$ cat src/rtl/shift_sequencer_64_if.sv
// Request/result bundle for the multi-cycle shift sequencer.
// The sequencer uses the slave modport; the issuing stage uses master.
interface shift_sequencer_64_if #(
    parameter int WIDTH   = 64,
    parameter int SHAMT_W = 6
);
    logic               start_i;
    logic               ready_o;
    logic [1:0]         op_i;
    logic [SHAMT_W-1:0] shamt_i;
    logic [WIDTH-1:0]   data_i;
    logic               flush_i;
    logic [WIDTH-1:0]   result_o;
    logic               valid_o;
    logic               ack_i;
    logic               busy_o;

    modport slave (
        input  start_i, op_i, shamt_i, data_i, flush_i, ack_i,
        output ready_o, result_o, valid_o, busy_o
    );

    modport master (
        output start_i, op_i, shamt_i, data_i, flush_i, ack_i,
        input  ready_o, result_o, valid_o, busy_o
    );
endinterface

$ cat src/rtl/shift_sequencer_64.sv
// Multi-cycle shifter: one single-bit shift step per clock until the requested
// amount is reached, with the result presented through a valid/ack handshake.
module shift_sequencer_64 #(
    parameter int WIDTH   = 64,
    parameter int SHAMT_W = 6
) (
    input  logic               clk_i,
    input  logic               rst_i,
    shift_sequencer_64_if.slave bus
);
    typedef enum logic [1:0] {
        S_IDLE  = 2'b00,
        S_SHIFT = 2'b01,
        S_DONE  = 2'b10
    } state_t;

    localparam logic [1:0] OP_SLL = 2'b00;
    localparam logic [1:0] OP_SRL = 2'b01;
    localparam logic [1:0] OP_SRA = 2'b10;

    state_t             state_q;
    logic [1:0]         op_q;
    logic [SHAMT_W-1:0] cnt_q;
    logic [WIDTH-1:0]   data_q;
    logic [WIDTH-1:0]   data_d;
    logic [WIDTH-1:0]   result_q;
    logic               ready_q;
    logic               valid_q;
    logic               busy_q;

    function automatic logic [WIDTH-1:0] shift_step(input logic [1:0] op,
                                                    input logic [WIDTH-1:0] d);
        logic [WIDTH-1:0] r;
        case (op)
            OP_SLL:  r = {d[WIDTH-2:0], 1'b0};
            OP_SRL:  r = {1'b0, d[WIDTH-1:1]};
            OP_SRA:  r = {d[WIDTH-1], d[WIDTH-1:1]};
            default: r = {d[WIDTH-2:0], d[WIDTH-1]};
        endcase
        return r;
    endfunction

    always_comb begin
        data_d = shift_step(op_q, data_q);
    end

    // Flags and result are registered so the handshake outputs are glitch-free.
    always_ff @(posedge clk_i) begin
        if (rst_i) begin
            state_q  <= S_IDLE;
            op_q     <= OP_SLL;
            cnt_q    <= '0;
            data_q   <= '0;
            result_q <= '0;
            ready_q  <= 1'b1;
            valid_q  <= 1'b0;
            busy_q   <= 1'b0;
        end else begin
            case (state_q)
                S_IDLE: begin
                    if (!bus.flush_i && bus.start_i) begin
                        data_q  <= bus.data_i;
                        op_q    <= bus.op_i;
                        cnt_q   <= bus.shamt_i;
                        ready_q <= 1'b0;
                        busy_q  <= 1'b1;
                        if (bus.shamt_i == '0) begin
                            state_q  <= S_DONE;
                            result_q <= bus.data_i;
                            valid_q  <= 1'b1;
                        end else begin
                            state_q <= S_SHIFT;
                        end
                    end
                end
                S_SHIFT: begin
                    if (bus.flush_i) begin
                        state_q <= S_IDLE;
                        ready_q <= 1'b1;
                        busy_q  <= 1'b0;
                    end else begin
                        data_q <= data_d;
                        cnt_q  <= cnt_q - 1'b1;
                        if (cnt_q == SHAMT_W'(1)) begin
                            state_q  <= S_DONE;
                            result_q <= data_d;
                            valid_q  <= 1'b1;
                        end
                    end
                end
                S_DONE: begin
                    if (bus.flush_i || bus.ack_i) begin
                        state_q  <= S_IDLE;
                        result_q <= '0;
                        ready_q  <= 1'b1;
                        valid_q  <= 1'b0;
                        busy_q   <= 1'b0;
                    end
                end
                default: begin
                    state_q  <= S_IDLE;
                    result_q <= '0;
                    ready_q  <= 1'b1;
                    valid_q  <= 1'b0;
                    busy_q   <= 1'b0;
                end
            endcase
        end
    end

    assign bus.ready_o  = ready_q;
    assign bus.valid_o  = valid_q;
    assign bus.busy_o   = busy_q;
    assign bus.result_o = result_q;
endmodule

$ cat src/flat_wrapper.sv
// flat-port wrapper written by rule: the top's interface ports become plain ports
module shift_sequencer_64_flat 
#(
    parameter int WIDTH   = 64,
    parameter int SHAMT_W = 6
)
  (clk_i, rst_i, bus_start_i, bus_op_i, bus_shamt_i, bus_data_i, bus_flush_i, bus_ack_i, bus_ready_o, bus_result_o, bus_valid_o, bus_busy_o);
  shift_sequencer_64_if #(.WIDTH(WIDTH), .SHAMT_W(SHAMT_W)) bus_i ();
  input  logic clk_i;
  input  logic rst_i;
  input wire logic [$bits(bus_i.start_i)-1:0] bus_start_i;
  input wire logic [$bits(bus_i.op_i)-1:0] bus_op_i;
  input wire logic [$bits(bus_i.shamt_i)-1:0] bus_shamt_i;
  input wire logic [$bits(bus_i.data_i)-1:0] bus_data_i;
  input wire logic [$bits(bus_i.flush_i)-1:0] bus_flush_i;
  input wire logic [$bits(bus_i.ack_i)-1:0] bus_ack_i;
  output wire logic [$bits(bus_i.ready_o)-1:0] bus_ready_o;
  output wire logic [$bits(bus_i.result_o)-1:0] bus_result_o;
  output wire logic [$bits(bus_i.valid_o)-1:0] bus_valid_o;
  output wire logic [$bits(bus_i.busy_o)-1:0] bus_busy_o;
  assign bus_i.start_i = bus_start_i;
  assign bus_i.op_i = bus_op_i;
  assign bus_i.shamt_i = bus_shamt_i;
  assign bus_i.data_i = bus_data_i;
  assign bus_i.flush_i = bus_flush_i;
  assign bus_i.ack_i = bus_ack_i;
  assign bus_ready_o = bus_i.ready_o;
  assign bus_result_o = bus_i.result_o;
  assign bus_valid_o = bus_i.valid_o;
  assign bus_busy_o = bus_i.busy_o;
  shift_sequencer_64 #(.WIDTH(WIDTH), .SHAMT_W(SHAMT_W)) u_core (.clk_i(clk_i), .rst_i(rst_i), .bus(bus_i));
endmodule
$ cat config.mk
export PLATFORM = sky130hd
export DESIGN_NAME = shift_sequencer_64_flat
export DESIGN_NICKNAME = d
export VERILOG_FILES = /design/src/rtl/shift_sequencer_64_if.sv /design/src/rtl/shift_sequencer_64.sv /design/src/flat_wrapper.sv
export SDC_FILE = /design/constraint.sdc
export NUM_CORES = 1
export LEC_CHECK = 0
export CAP_MARGIN = 20
export CORE_AREA = 2 2 185 96
export CTS_CLUSTER_SIZE = 20
export DETAILED_ROUTE_END_ITERATION = 7
export DIE_AREA = 0 0 187 98
export PLACE_DENSITY_LB_ADDON = 0.2
export RECOVER_POWER = 25
export SKIP_CTS_REPAIR_TIMING = 1
export SLEW_MARGIN = 20
export SYNTH_ARGS = -nofsm -noshare
export SYNTH_HDL_FRONTEND = slang
export SYNTH_SLANG_ARGS = --single-unit
$ cat constraint.sdc
create_clock -name clk_i -period 5.37 [get_ports clk_i]
set_input_delay 1.074 -clock clk_i [delete_from_list [all_inputs] [get_ports clk_i]]
set_output_delay 1.074 -clock clk_i [all_outputs]
set_load 0.03 [all_outputs]
== After elaboration in Yosys (flattened, before gate mapping) ==
Cells that the tools add are included.

* Add/subtract/negate cells: 1
* Multipliers: 0
* Div/mod/pow operators: 0
* $lt $le $gt $ge: 0
* Equal/unequal tests: 12
* Shift operators: 0
* Multiplexer cells: 32
* Bitwise gates (word level): 0
* Reductions and logical operators: 12

{| class="wikitable"
|+ Operators with widths
! operator !! count
|-
| 64-bit two-way mux || 7
|-
| 64-bit one-hot mux with 3 select lines || 2
|-
| 64-bit one-hot mux with 2 select lines || 1
|-
| 6-bit two-way mux || 2
|-
| 6-bit one-hot mux with 2 select lines || 1
|-
| 1-bit two-way mux || 10
|-
| 2-bit two-way mux || 5
|-
| 1-bit one-hot mux with 3 select lines || 3
|-
| 3-bit AND reduction || 3
|-
| 2-bit by 1-bit != test with 1-bit output, second input constant || 4
|-
| 6-bit by 1-bit equality test with 1-bit output, second input constant || 1
|-
| 6-bit zero test || 1
|-
| 2-bit one-hot mux with 3 select lines || 1
|-
| 6-bit by 1-bit subtractor with 6-bit output, second input constant || 1
|-
| 5-bit AND reduction || 1
|-
| 2-bit by 1-bit equality test with 1-bit output, second input constant || 2
|-
| 2-bit equality test, second input constant || 2
|-
| 2-bit zero test || 2
|-
| 2-bit != test, second input constant || 2
|-
| 3-bit by 2-bit != test with 1-bit output, second input constant || 1
|-
| 2-bit AND reduction || 1
|-
| 2-bit nonzero test || 1
|-
| 1-bit logical AND || 1
|-
| 1-bit zero test || 1
|-
| 1-bit logical OR || 1
|}

* Register bits after elaboration: 141
* Latch bits: 0
* Memory bits (writable): 0
* ROM bits: 0
* Bits of input ports: 77
* Logic and storage cells: 65
* Memories kept: 0

== Longest topological paths before layout ==
Gate-level depths: netlist of run 1.

* Depth after elaboration: 5
* Mapped depth: 8

== Worst setup path before layout of run 1 ==
Ideal clock, no wire load.

* Path type: in2reg
* From: input port bus_shamt_i[1]
* To: register u_core.result_q[0] (netlist: u_core.bus.result_o[0])
* Arrival: 2.509 ns
* Path slack: 2.740 ns
* Cell stages on the path: 6
* Path buffers: 2
* Cells stage by stage: or4_4 nor4_2 o22ai_1 buf_6 buf_6 mux2_4

* Longest elaborated chain between the ends: 3

{| class="wikitable"
|+ Ends and longest elaborated chain
! what !! RTL line !! source
|-
| from (decl) || flat_wrapper.sv:13 || <nowiki>input wire logic [$bits(bus_i.shamt_i)-1:0] bus_shamt_i;</nowiki>
|-
| 6-bit zero test || shift_sequencer_64.sv:67 || <nowiki>if (bus.shamt_i == '0) begin</nowiki>
|-
| 2-bit by 1-bit != test with 1-bit output (no line) || -- ||
|-
| 5-bit AND reduction (no line) || -- ||
|-
| to (signal assigned) || shift_sequencer_64.sv:69 || <nowiki>result_q <= bus.data_i;</nowiki>
|-
| to (signal assigned) || shift_sequencer_64.sv:86 || <nowiki>result_q <= data_d;</nowiki>
|-
| to (decl) || shift_sequencer_64.sv:26 || <nowiki>logic [WIDTH-1:0] result_q;</nowiki>
|}

No other way between the ends.
A chain may end at the register's enable or synchronous reset.

== Worst setup path after layout of run 1 ==
* From: input port bus_flush_i
* To: register u_core.data_q[40]

* Longest elaborated chain between the ends: 4

{| class="wikitable"
|+ Ends and longest elaborated chain
! what !! RTL line !! source
|-
| from (decl) || flat_wrapper.sv:15 || <nowiki>input wire logic [$bits(bus_i.flush_i)-1:0] bus_flush_i;</nowiki>
|-
| 1-bit zero test || shift_sequencer_64.sv:61 || <nowiki>if (!bus.flush_i && bus.start_i) begin</nowiki>
|-
| 1-bit logical AND || shift_sequencer_64.sv:61 ||
|-
| 2-bit by 1-bit != test with 1-bit output (no line) || -- ||
|-
| 3-bit AND reduction (no line) (*) || -- ||
|-
| to (signal assigned) || shift_sequencer_64.sv:62 || <nowiki>data_q <= bus.data_i;</nowiki>
|-
| to (signal assigned) || shift_sequencer_64.sv:82 || <nowiki>data_q <= data_d;</nowiki>
|-
| to (decl) || shift_sequencer_64.sv:24 || <nowiki>logic [WIDTH-1:0] data_q;</nowiki>
|}

Mark *: on every way between the ends. The rest lies on a longest branch, timed or not.

==> key figures, run 1 <==
Run status
  – Run status: finished clean

Global route
  – Vias in the first global route: 5722
  – Largest net degree at the start of global routing: 129
  – First-pass GRT wire length: just over 30 mm
  – Initial antenna violation count: 2
  – Remaining Overflow, GRT: 0
  – Total GRT Usage: 20.8%

Floorplanning
  – Die Height: 98 um
  – Starting Density: 44.0%
  – Placement Rows: 34
  – Boundary pin count: 144
  – Die ar.: 18300 sq um
  – Die Wd: 187 um
  – Core area: 16900 sq um

Drt
  – Post-route ant nets: 0
  – Router iterations before antenna repair: 5
  – Final WL: roughly 19 mm
  – DRC viols: 0
  – Drt wl/cell: 16.3 um
  – Routed vias/inst: 5.26
  – DRT iter0 DRCs: 452
  – Vias: just over 6000

Setup path
  – Crit path capture type: flop
  – Startpoint Class: input pin
  – CP max FO: 35
  – Worst r2r src: u_core.state_q[1]$_SDFFE_PP0P_
  – Arr. time, crit path: 3.67 ns
  – R2R Path End: u_core.data_q[40]$_SDFFE_PP0P_
  – Critical Path RT: 5.71 ns
  – Reg2reg path depth: 6
  – Internal reg-to-reg setup slack: 2.86 ns
  – Setup CP Type: input pin to flop

Logic synthesis
  – Synth Area per Inst: 9.07 sq um
  – Sequential share of the synthesized area: between 30 and 40%
  – Main flop type after synthesis: dfxtp_1
  – Post-synth EDFFs: 0
  – Synth async-reset ratio: 0%
  – Synthesized area: roughly 7400 sq um
  – Number of cells produced by synthesis: 820
  – Synth cell types: 41
  – Synth Net Count: 899
  – Yosys reg bits: between 100 and 150
  – YS warnings: 0

Place
  – Port Buf Inserts: 143
  – Routability Congestion: 0.794
  – Placed cell area: 8960 sq um
  – Post-DP HPWL: 12.6 mm

Cells and area
  – Share of cells above drive strength 1: 12.6%
  – Multi-input gate area: 4290 sq um
  – Commonest non-fill, non-tap cells in the layout: dfxtp_1 (140), o21ai_0 (133), clkdlybuf4s50_1 (103)
  – Post-Route Utilization: 56.6%
  – Syn-to-layout area delta: 28.7%
  – Fin area: 9570 sq um
  – Commonest non-fill, non-tap cell in the layout: dfxtp_1
  – Fill count: 1540
  – Final #Nets: between 900 and 1000
  – Register area: 2830 sq um

STA
  – Final setup viols: 0
  – Fin. max-slew vios: 0
  – Period utilisation layout: 62.0%
  – RSZ-0062 raised after global routing: no
  – Fmax: roughly 0.30 GHz
  – Clock Skew: about 0.015 ns
  – Final hold vios: 0
  – Worst-Margin Slew: 1.05 ns
  – Post-route minimum period: 3.33 ns
  – Sum Neg Setup Slack: 0 ns
  – Worst hold slack: 0.478 ns
  – Rel. slew slack: 30.0%

CTS
  – Clock buffer depth: 2
  – Clk root buf: clkbuf_16
  – Cts bufs inserted: 17
  – CTS tree: yes
  – Clock transition at the registers of the reported paths: 0.06 ns
  – TritonCTS sink count: 141
  – Htree depth: 4
  – Skew-Pair Late Insertion Delay: 0.41 ns

Power and ir drop
  – Power Density: 317 nW/um^2
  – Total power: a little over 0.003 W
  – Max VDD drop: 0.275 mV
  – Lkg Pwr: ~3.8 nW

Run
  – Max-cap violations: 0

Hold path
  – Worst min-delay path class: flop to flop
  – Hold Crit Start: u_core.cnt_q[1]$_SDFFE_PP0P_
  – Worst Hold Path EP: u_core.cnt_q[1]$_SDFFE_PP0P_
  – Hold Crit Depth: 2
-- worst max-delay path by stage --
| stage | start | end | depth (start not counted) |
|---|---|---|---|
| 5_1_grt | bus_flush_i | u_core.data_q[49]$_SDFFE_PP0P_ | 7 |
| 3_5_place_dp | bus_flush_i | u_core.data_q[49]$_SDFFE_PP0P_ | 7 |
| 6_report | bus_flush_i | u_core.data_q[40]$_SDFFE_PP0P_ | 7 |
| 2_1_floorplan | bus_shamt_i[1] | u_core.bus.result_o[0]$_SDFFE_PP0P_ | 6 |
| 4_1_cts | bus_flush_i | u_core.data_q[40]$_SDFFE_PP0P_ | 7 |
| 3_3_place_gp | bus_flush_i | u_core.data_q[35]$_SDFFE_PP0P_ | 7 |
-- logic make-up after synthesis --
kind of cell	after synthesis	share of synthesized area (%)
and+or+nand+nor	173	12.0
adders and majority gates	2	0.337
muxes	129	21.0
xor gates and xnor gates	1	0.219
DFF	141	38.0
buffers and inverters	81	4.96
AOI/OAI and AO/OA	293	23.6
-- through the flow --
| stage | setup WS, ns | cells |
|---|---|---|
| after global routing | 1.88 | 1163 |
| after global placement | 1.95 | 1130 |
| after detailed placement | 1.90 | 1131 |
| final | 2.04 | 1164 |
| after CTS | 2.33 | 1163 |
| after floorplan | 2.74 | 820 |
-- critical path, cell delays in order --
cell	delay [ns]
dlygate4sd3_1	0.62
nor2_1	0.21
o21ai_0	0.11
clkbuf_1	0.28
nor2_4	0.75
buf_4	0.42
a22o_1	0.18
-- synthesized netlist by cell type, types with 2 or more instances --
cell type | instances | share of area [%]
buf_1 | 2 | 0.10
a211oi_1 | 3 | 0.30
clkbuf_1 | 52 | 2.6
nor3_1 | 4 | 0.27
mux2_4 | 49 | 9.9
mux2_2 | 17 | 2.6
nand2_1 | 72 | 3.6
nor2_1 | 13 | 0.66
ha_1 | 2 | 0.34
dfxtp_1 | 141 | 38
a21oi_1 | 79 | 5.3
buf_6 | 6 | 0.91
a221oi_1 | 2 | 0.24
nor3b_1 | 3 | 0.30
o21ai_0 | 133 | 9.0
a22o_1 | 60 | 7.1
buf_2 | 16 | 1.1
nand2b_1 | 5 | 0.42
inv_1 | 5 | 0.25
o211ai_1 | 2 | 0.20
mux2i_1 | 63 | 8.5
nor2b_1 | 65 | 5.5
a21o_1 | 5 | 0.50
or3b_2 | 2 | 0.24
a211o_1 | 3 | 0.35
-- report_power, final --
| group | total (W) | leakage [nW] | switching, W | internal [W] |
|---|---|---|---|---|
| combinational | 0.000632 | 2.41 | 0.000340 | 0.000292 |
| clock | 0.00123 | 0.284 | 0.000478 | 0.000749 |
| sequential | 0.00117 | 1.15 | 0.0000528 | 0.00112 |
-- per-layer routing --
layer	global-route usage [%]	wire (um)	up-vias
li1	-	-	3139
met1	33.1	10600	2789
met2	26.0	6760	189
met3	7.66	1560	6
met4	3.54	69	0
met5	0	0	-
-- state kept, by name, indices dropped and copies added (netlist names) --
register / cells
u_core.bus.result_o: 64
u_core.state_q: 2
u_core.bus.valid_o: 1
u_core.cnt_q: 6
u_core.data_q: 64
u_core.bus.busy_o: 1
u_core.bus.ready_o: 1
u_core.op_q: 2
-- final cells by class --
class	instances	share of cell area, %
Antenna cell	1	0.0262
Sequential cell	141	29.5
Timing Repair Buffer	153	15.9
Inverter	5	0.196
Multi-Input combinational cell	598	44.9
Clock buffer	20	4.67
Clock inverter	12	1.67
Tap cell	234	3.06
No activity file was read; power rests on OpenSTA's default activity.
==> run 2, diff against run 1 <==
- clock period: 5.37 -> 3.23 ns (I/O delays scaled with it)
==> run 2 against run 1 <==
Sequential share of layout area decreased by 0.10 points. Via count increased by 1.9%. Clock skew about the same. Hold slack improved by 0.0064 ns. Global-route usage increased by 0.33 points. Cell area increased by 0.34%. Combinational power increased by 68%. Sequential power increased by 68%. Register-to-register slack got worse by 1.8 ns. Clock power increased by 58%. Total power increased by 63%. Critical endpoint is now u_core.bus.result_o[28]$_SDFFE_PP0P_. Largest power group is now registers. Highest routed layer unchanged.
==> key figures, run 2 (synthesized netlist as in run 1, its figures left out) <==
Run status
  – Run status: finished clean (unchanged)

Power and ir drop
  – Lkg Pwr: 3.88 nW (was 3.85 nW)
  – Power Density: 517 nW/um^2 (was 317 nW/um^2)
  – Int Power: 0.00356 W (was 0.00216 W)
  – Switching Fraction: 28.2% (was 28.7%)
  – Combinational power share: 21.4% (was 20.8%)
  – P_sw: 0.00140 W (was 0.000870 W)
  – Max VDD drop: 0.443 mV (was 0.275 mV)
  – Sequential share of power: 39.5% (was 38.7%)
  – Clk pwr share: 39.1% (was 40.4%)

Setup path
  – Worst r2r src: u_core.state_q[0]$_SDFFE_PP0P_ (was u_core.state_q[1]$_SDFFE_PP0P_)
  – Crit path capture type: flop (unchanged)
  – Setup CP Type: input pin to flop (unchanged)
  – CP max stage delay: 0.61 ns (was 0.75 ns)
  – Crit path cell chain: dlygate4sd3_1 > or4_1 > nor4_2 > o22ai_4 > buf_4 > mux2_4 (was dlygate4sd3_1 > nor2_1 > o21ai_0 > clkbuf_1 > nor2_4 > buf_4 > a22o_1)
  – Internal reg-to-reg setup slack: 1.01 ns (was 2.86 ns)
  – Arr. time, crit path: 2.94 ns (was 3.67 ns)
  – Reg2reg path depth: 4 (was 6)
  – Critical Path RT: 3.52 ns (was 5.71 ns)
  – CP max FO: 26 (was 35)
  – Startpoint Class: input pin (unchanged)
  – R2R Path End: u_core.bus.result_o[16]$_SDFFE_PP0P_ (was u_core.data_q[40]$_SDFFE_PP0P_)
  – Critical-path top delay cell: or4_1 (was nor2_4)

STA
  – Worst hold slack: 0.484 ns (was 0.478 ns)
  – Period utilisation layout: 82.1%
  – Worst-Margin Slew: 0.662 ns (was 1.05 ns)
  – RSZ-0062 raised after global routing: no (unchanged)
  – Sum Neg Setup Slack: 0 ns (unchanged)
  – Final setup viols: 0 (unchanged)
  – Fmax: 0.377 GHz
  – Post-route minimum period: around 2.7 ns
  – Final hold vios: 0 (unchanged)
  – Fin. max-slew vios: 0 (unchanged)
  – Clock Skew: 0.0155 ns (was 0.0152 ns)
  – Rel. slew slack: 55.9% (was 30.0%)

Run
  – Max-cap violations: 0 (unchanged)

CTS
  – CTS tree: yes (unchanged)
  – Htree depth: 4 (unchanged)
  – TritonCTS sink count: 141 (unchanged)
  – Clock buffer depth: 2 (unchanged)
  – Clk root buf: clkbuf_16 (unchanged)
  – Skew-Pair Late Insertion Delay: 0.42 ns (was 0.41 ns)
  – Cts bufs inserted: 17 (unchanged)
  – Clock transition at the registers of the reported paths: 0.06 ns (about the same)

Cells and area
  – Share of cells above drive strength 1: 13.2% (was 12.6%)
  – Final #Nets: 1002 (was 995)
  – Commonest non-fill, non-tap cells in the layout: dfxtp_1 (140), o21ai_0 (133), clkdlybuf4s50_1 (105) (was dfxtp_1 (140), o21ai_0 (133), clkdlybuf4s50_1 (103))
  – Syn-to-layout area delta: 29.1% (was 28.7%)
  – Post-Route Utilization: 56.8% (was 56.6%)
  – Commonest non-fill, non-tap cell in the layout: dfxtp_1 (unchanged)
  – Antenna diodes: 0 (was 1)

Global route
  – First-pass GRT wire length: 31.4 mm (was 30.9 mm)
  – Initial antenna violation count: 1 (was 2)
  – Vias in the first global route: 5791 (was 5722)
  – Remaining Overflow, GRT: 0 (unchanged)
  – Largest net degree at the start of global routing: 53 (was 129)
  – Total GRT Usage: 21.2% (was 20.8%)

Drt
  – Final WL: 19.2 mm (was 19.0 mm)
  – Routed vias/inst: 5.35 (was 5.26)
  – Post-route ant nets: 0 (unchanged)
  – Router iterations before antenna repair: 4 (was 5)
  – Vias: 6242 (was 6123)
  – DRT iter0 DRCs: 467 (was 452)
  – DRC viols: 0 (unchanged)
  – Drt wl/cell: 16.4 um (was 16.3 um)

Place
  – Post-DP HPWL: 13.2 mm (was 12.6 mm)
  – Port Buf Inserts: 143 (unchanged)
  – Routability Congestion: 0.784 (was 0.794)

Floorplanning
  – Placement Rows: 34 (unchanged)
  – Starting Density: 44.0% (unchanged)
  – Die Wd: 187 um (unchanged)
  – Boundary pin count: 144 (unchanged)
  – Die ar.: 18300 sq um (unchanged)
  – Core area: 16900 sq um (unchanged)
  – Die Height: 98 um (unchanged)

Hold path
  – Worst min-delay path class: flop to flop (unchanged)
  – Worst Hold Path EP: u_core.cnt_q[1]$_SDFFE_PP0P_ (unchanged)
  – Hold Crit Depth: 2 (unchanged)
  – Hold Crit Start: u_core.cnt_q[1]$_SDFFE_PP0P_ (unchanged)
## run 2: cell count changes in the layout (fill, tap and decap cells not counted), sizes merged
cell,delta
clkbuf,-3
inv,-4
dlygate4sd3,-2
buf,+7
clkdlybuf4s50,+2
clkinvlp,-4
diode,-1
clkinv,+8
## run 2: power groups by stage
stage,sequential [W],combinational [W],clock (W)
global placement,0.00200,0.00106,0
global route,0.00198,0.00115,0.00205
finish,0.00196,0.00106,0.00194
detailed placement,0.00199,0.00107,0
floorplan,0.00209,0.000592,0
CTS,0.00196,0.00107,0.00198
## run 2: layout make-up
class	instances	area, sq um
timing repair buffer	160	1590
clock buffer	17	425
clock inverter	12	150
multi-input combinational	598	4290
sequential	141	2830
fill	1515	7290
inverter	5	18.8
tap	234	293
## run 2: worst max-delay path by stage
| stage | to | depth (start not counted) | start |
|---|---|---|---|
| floorplan | u_core.bus.result_o[0]$_SDFFE_PP0P_ | 6 | bus_shamt_i[1] |
| global placement | u_core.bus.result_o[35]$_SDFFE_PP0P_ | 6 | bus_start_i |
| detailed placement | u_core.bus.result_o[28]$_SDFFE_PP0P_ | 6 | bus_start_i |
| CTS | u_core.bus.result_o[28]$_SDFFE_PP0P_ | 6 | bus_start_i |
| global route | u_core.bus.result_o[28]$_SDFFE_PP0P_ | 6 | bus_shamt_i[1] |
| finish | u_core.bus.result_o[28]$_SDFFE_PP0P_ | 6 | bus_shamt_i[1] |
## run 2: layer usage
layer  routed length (um)  vias up  track usage [%]
li1                     -     3152                -
met1                10600     2884             33.0
met2                 6860      192             26.8
met3                 1590       14             7.55
met4                  136        0             4.70
met5                    0        -                0
## run 2: worst max-delay path: cells and delay by family
| family | cells | cell delay (ns) |
|---|---|---|
| simple gates | 2 | 0.97 |
| buf+inv | 2 | 0.85 |
| mux | 1 | 0.35 |
| compound gates | 1 | 0.13 |
## run 2: through the flow
stage	worst slack, ns	instances	total power [W]	instance area [sq um]
after floorplan	1.03	820	0.00268	7430
after global placement	0.360	1138	0.00305	9030
after global routing	0.474	1167	0.00518	9600
after detailed placement	0.320	1138	0.00306	9030
after CTS	0.747	1167	0.00501	9610
final	0.578	1167	0.00496	9600
==> edit 1 (settings of run 2) <==
`SHAMT_W` is set to 6 in 3 places; all go to 7.
--- a/src/rtl/shift_sequencer_64_if.sv
+++ b/src/rtl/shift_sequencer_64_if.sv
@@ -2,7 +2,7 @@
 // The sequencer uses the slave modport; the issuing stage uses master.
 interface shift_sequencer_64_if #(
     parameter int WIDTH   = 64,
-    parameter int SHAMT_W = 6
+    parameter int SHAMT_W = 7
 );
     logic               start_i;
     logic               ready_o;
--- a/src/rtl/shift_sequencer_64.sv
+++ b/src/rtl/shift_sequencer_64.sv
@@ -2,7 +2,7 @@
 // amount is reached, with the result presented through a valid/ack handshake.
 module shift_sequencer_64 #(
     parameter int WIDTH   = 64,
-    parameter int SHAMT_W = 6
+    parameter int SHAMT_W = 7
 ) (
     input  logic               clk_i,
     input  logic               rst_i,
--- a/src/flat_wrapper.sv
+++ b/src/flat_wrapper.sv
@@ -2,7 +2,7 @@
 module shift_sequencer_64_flat 
 #(
     parameter int WIDTH   = 64,
-    parameter int SHAMT_W = 6
+    parameter int SHAMT_W = 7
 )
   (clk_i, rst_i, bus_start_i, bus_op_i, bus_shamt_i, bus_data_i, bus_flush_i, bus_ack_i, bus_ready_o, bus_result_o, bus_valid_o, bus_busy_o);
   shift_sequencer_64_if #(.WIDTH(WIDTH), .SHAMT_W(SHAMT_W)) bus_i ();
Interface: changed (resized bus_shamt_i); port bits go from 144 to 145. No check against the original RTL was run, so the function may have changed too.
==> edit 1 against run 2 <==
Synthesized area decreased by 9.4%; routed wire length decreased by 2.8%; setup slack got worse by 0.015 ns; sequential cell count increased by 1; via count decreased by 3.8%; total power decreased by 8.0%; synthesized cell count decreased by 7.7%; final area decreased by 6.5%; highest routed layer is now met5.
==> edit 1: results (changes against run 2) <==
final worst slack: 0.5635 ns (-0.01477 ns)
layout cells sized above 1: 13.30% (+0.11 points)
nets: 949 (-5.3%)
worst vdd ir: 0.3820 mV (-14%)
All-Layer GR Usage: 20.45% (-0.71 points)
reg2reg path depth: 5 (+1)
Compound-Gate Fraction of Synth Area: 31.64% (+8.1 points)
dpl hpwl: 12700 um (-4.0%)
Synth Area in XOR/XNOR: 0.1300% (-0.089 points)
Worst Skew: 0.01121 ns (-0.004236 ns)
largest net degree at the start of global routing: 84 (+58%)
routed wl met3: 1403 um (-12%)
R2R Path End: u_core.bus.result_o[33]$_SDFFE_PP0P_
Metal-1 WL: 9948 um (-5.8%)
first-pass GRT wire length: 30320 um (-3.4%)
Netlist cell types: 46 (+12%)
antenna violations before repair: 2 (+1)
Clk Latency, worst-skew pair: 0.41 ns
Worst EP arrival: 3.02 ns (+0.08 ns)
met3 usage in global routing: 5.895% (-1.7 points)
min-delay worst type: flop to flop
min-delay src: u_core.data_q[0]$_SDFFE_PP0P_
IO Port Bufs: 144 (+0.70%)
top cells by count, synth: a21oi_1 (142), dfxtp_1 (142), nor2_1 (138)
Critical Path End: u_core.bus.result_o[59]$_SDFFE_PP0P_
Reg clk slew, reported paths: 0.06 ns (about the same)
status: finished, final reports clean
met1 Resource Use GR: 30.98% (-2.0 points)
multiplexer share of the synthesized area: 9.710% (-11 points)
uppermost layer routed: met5
met2 wire length: 7079 um (+3.1%)
met2 Use GR: 28.45% (+1.6 points)
routability cong.: 0.8760 (+12%)
hold path endpoint: u_core.data_q[0]$_SDFFE_PP0P_
Pre-Repair DR Iteration Count: 5 (+1)
placed cell count: 1084 (-4.7%)
synth top area cells: dfxtp_1 (42%), a21oi_1 (11%), mux2i_1 (9.2%), a22o_2 (8.9%), a22o_1 (8.6%)
Synth Net Count: 837 (-6.9%)
Critical path origin: bus_shamt_i[2]
CP top delay family: simple AND/OR/NAND/NOR gates
Starting DRT DRC Count: 632 (+35%)
Post-Place Worst Slack: 0.2282 ns (-0.09135 ns)
Adder-Cell Fraction of Synth Area: 0.3713% (+0.035 points)
slowest CP cell: or4_4
ys flop type: dfxtp_1
Mapped Cells: 757 (-7.7%)
vias: 6005 (-3.8%)
critical path peak fanout: 48 (+85%)
r2r setup slk: 0.56 ns (-0.45 ns)
register area share after synthesis: 42.18% (+4.2 points)
worst reg2reg path startpoint: u_core.state_q[0]$_SDFFE_PP0P_
Max transition margin: 47.20% (-8.7 points)
vias in the first global route: 5658 (-2.3%)
final WL: 18610 um (-2.8%)
Post-Layout Cell Count: 1115 (-4.5%)
Leak: 3.490 nW (-10%)
Crit path largest cell delay: 0.55 ns (-0.06 ns)
-- edit 1: cell type report --
class | instances | area (sq um)
diodes | 1 | 2.502
clock buffers | 21 | 481.7
clock inverters | 9 | 108.9
fillers | 1530 | 7919
inverters | 4 | 15.01
multi-input cells | 544 | 3623
flip-flops and latches | 142 | 2846
well taps | 234 | 292.8
repair buffers | 160 | 1599
-- edit 1: report_power, final --
part	switching, W	leakage (nW)	internal [W]
registers	0.0000822	1.15	0.00182
clock network	0.000755	0.290	0.00122
logic	0.000371	2.05	0.000313
-- edit 1: worst reg2reg max path, cell delays in order (launching register included) --
cell	delay (ns)
dfxtp_4	0.87
nand2b_1	0.52
a41o_1	0.39
a31oi_4	0.16
buf_4	0.41
a22o_2	0.27
-- edit 1: stage by stage --
step / hold WS [ns] / instance area, sq um
2_1_floorplan: 0.4357 / 6739
3_3_place_gp: 0.4552 / 8381
3_5_place_dp: 0.4521 / 8381
4_1_cts: 0.4679 / 8971
5_1_grt: 0.4811 / 8967
6_report: 0.4678 / 8970
==> edit 2 (flow settings as in run 2) <==
Without the edit above. The 3 states of `state_t` get a one-hot encoding in 3 bits.
--- a/src/rtl/shift_sequencer_64.sv
+++ b/src/rtl/shift_sequencer_64.sv
@@ -8,10 +8,10 @@
     input  logic               rst_i,
     shift_sequencer_64_if.slave bus
 );
-    typedef enum logic [1:0] {
-        S_IDLE  = 2'b00,
-        S_SHIFT = 2'b01,
-        S_DONE  = 2'b10
+    typedef enum logic [2:0] {
+        S_IDLE  = 3'b001,
+        S_SHIFT = 3'b010,
+        S_DONE  = 3'b100
     } state_t;
 
     localparam logic [1:0] OP_SLL = 2'b00;
Behaviour: no difference found for any inputs over 4 cycles, from zero or initial values and one cycle with rst_i high; so few cycles prove little.
==> edit 2 against run 2 <==
Sequential cell count up 1; final area down 6.4%; first-iteration DRC count down 8.1%; critical path type unchanged; routed wire length down 3.6%; highest routed layer unchanged; clock skew down 0.0042 ns; setup slack worse by 0.048 ns; synthesized area down 7.7%.
Power is not compared: it rests on default switching activity, and its combinational part moved more than twofold at a synthesized area within 25%.
==> edit 2: results (changes against run 2) <==
All-Layer GR Usage: 20.42% (-0.74 points)
fraction of registers with async set/reset: 0% (unchanged)
dpl hpwl: 12310 um (-6.9%)
Starting DRT DRC Count: 429 (-8.1%)
Crit path largest cell delay: 0.66 ns (+0.05 ns)
routability cong.: 0.8016 (+2.2%)
grt ovf: 0 (unchanged)
critical path peak fanout: 36 (+38%)
Critical path origin: bus_start_i
yosys synthesis warning count: 0 (unchanged)
antenna violations before repair: 0 (-1)
vias in the first global route: 5423 (-6.4%)
worst vdd ir: 0.3912 mV
Clk Latency, worst-skew pair: 0.42 ns (about the same)
Leak: 3.013 nW
CTS root buf: clkbuf_16
Synth Net Count: 891 (-0.89%)
final WL: 18470 um (-3.6%)
worst reg2reg path startpoint: u_core.state_q[0]$_SDFFE_PP1P_
Pre-Repair DR Iteration Count: 5 (+1)
min-delay src: u_core.bus.busy_o$_SDFFE_PP0P_
Post-Place Worst Slack: 0.2996 ns (-0.02004 ns)
CTS buffer count: 17 (unchanged)
H-tree Lvls: 4 (unchanged)
top cells by count, synth: dfxtp_1 (142), a21oi_1 (140), nor2_1 (136)
nets: 996 (-0.60%)
largest net degree at the start of global routing: 116 (+120%)
DR DRC count: 0 (unchanged)
Netlist cell types: 38 (-7.3%)
Reg clk slew, reported paths: 0.07 ns
layout cells sized above 1: 11.95% (-1.2 points)
slowest CP cell: clkbuf_1
clk buf depth: 2 (unchanged)
ANT cells: 0 (unchanged)
Worst Skew: 0.01123 ns (-0.004218 ns)
synth top area cells: dfxtp_1 (41%), a211oi_2 (11%), a21oi_1 (10%), mux2i_1 (9.3%), nor2_1 (7.4%)
filler cell count: 1570 (+3.6%)
Max transition margin: 19.62% (-36 points)
IO Port Bufs: 143 (unchanged)
first-pass GRT wire length: 29730 um (-5.3%)
status: finished, final reports clean
Worst EP arrival: 3.03 ns (+0.09 ns)
register area share after synthesis: 41.43% (+3.5 points)
vias: 5894 (-5.6%)
min-delay worst type: flop to flop
[edit 2: cell types whose count changed after synthesis, sizes merged, moves of 7 or more]
| cell | delta |
|---|---|
| nor2b | -63 |
| clkbuf | -14 |
| a211oi | +66 |
| mux2 | -66 |
| a22o | -60 |
| nor2 | +123 |
| buf | +7 |
| o21ai | -65 |
| a21oi | +61 |
[edit 2: logic make-up after synthesis]
| group | share of synthesized area, % |
|---|---|
| AOI/OAI and AO/OA | 28.88 |
| and+or+nand+nor | 14.30 |
| DFF | 41.43 |
| buffers and inverters | 5.452 |
| muxes | 9.336 |
| adders and majority gates | 0.3646 |
| xor gates and xnor gates | 0.2371 |
[edit 2: metrics by stage]
step | hold slack (ns) | power, W | cells | cell area [sq um]
6_report | 0.4619 | 0.006734 | 1163 | 8987
3_5_place_dp | 0.4522 | 0.004699 | 1132 | 8381
4_1_cts | 0.4617 | 0.006831 | 1163 | 9007
2_1_floorplan | 0.4458 | 0.003928 | 812 | 6862
5_1_grt | 0.4945 | 0.007069 | 1163 | 8987
3_3_place_gp | 0.4474 | 0.004683 | 1132 | 8381
[edit 2: per-layer routing]
metal / GRT usage, % / part of all wire [%] / vias to the layer above
met1: 33.30 / 57 / 2637
met5: 0 / 0 / -
met4: 5.617 / 1.0 / 0
met3: 6.075 / 6.8 / 15
li1: - / - / 3084
met2: 24.45 / 36 / 158
[edit 2: power by group]
part | switching [W] | internal, W
clock | 0.000797 | 0.00131
combinational | 0.00142 | 0.000931
sequential | 0.000205 | 0.00206
total | 0.00243 | 0.00431
[edit 2: final timing paths]
path	endpoint	slack [ns]	cells past startpoint
worst min register to register	u_core.bus.busy_o$_SDFFE_PP0P_	0.46	2
worst min-delay path	u_core.bus.busy_o$_SDFFE_PP0P_	0.46	2
worst max-delay path	u_core.data_q[25]$_SDFFE_PP0P_	0.53	7
worst max register to register	u_core.bus.result_o[1]$_SDFFE_PP0P_	0.76	5
[edit 2: worst max-delay path: cells and delay by family]
| family | cells | cell delay (ns) |
|---|---|---|
| AND/OR/NAND/NOR | 2 | 0.19 |
| AO/OA/AOI/OAI | 2 | 0.71 |
| buffers and inverters | 3 | 1.46 |
[edit 2: cell type report]
cell class	instances	share of cell area, %
Multi-Input combinational cell	597	40.72
Sequential cell	142	31.63
Timing Repair Buffer	155	17.25
Clock buffer	18	4.887
Tap cell	234	3.258
Clock inverter	13	2.088
Inverter	4	0.1671
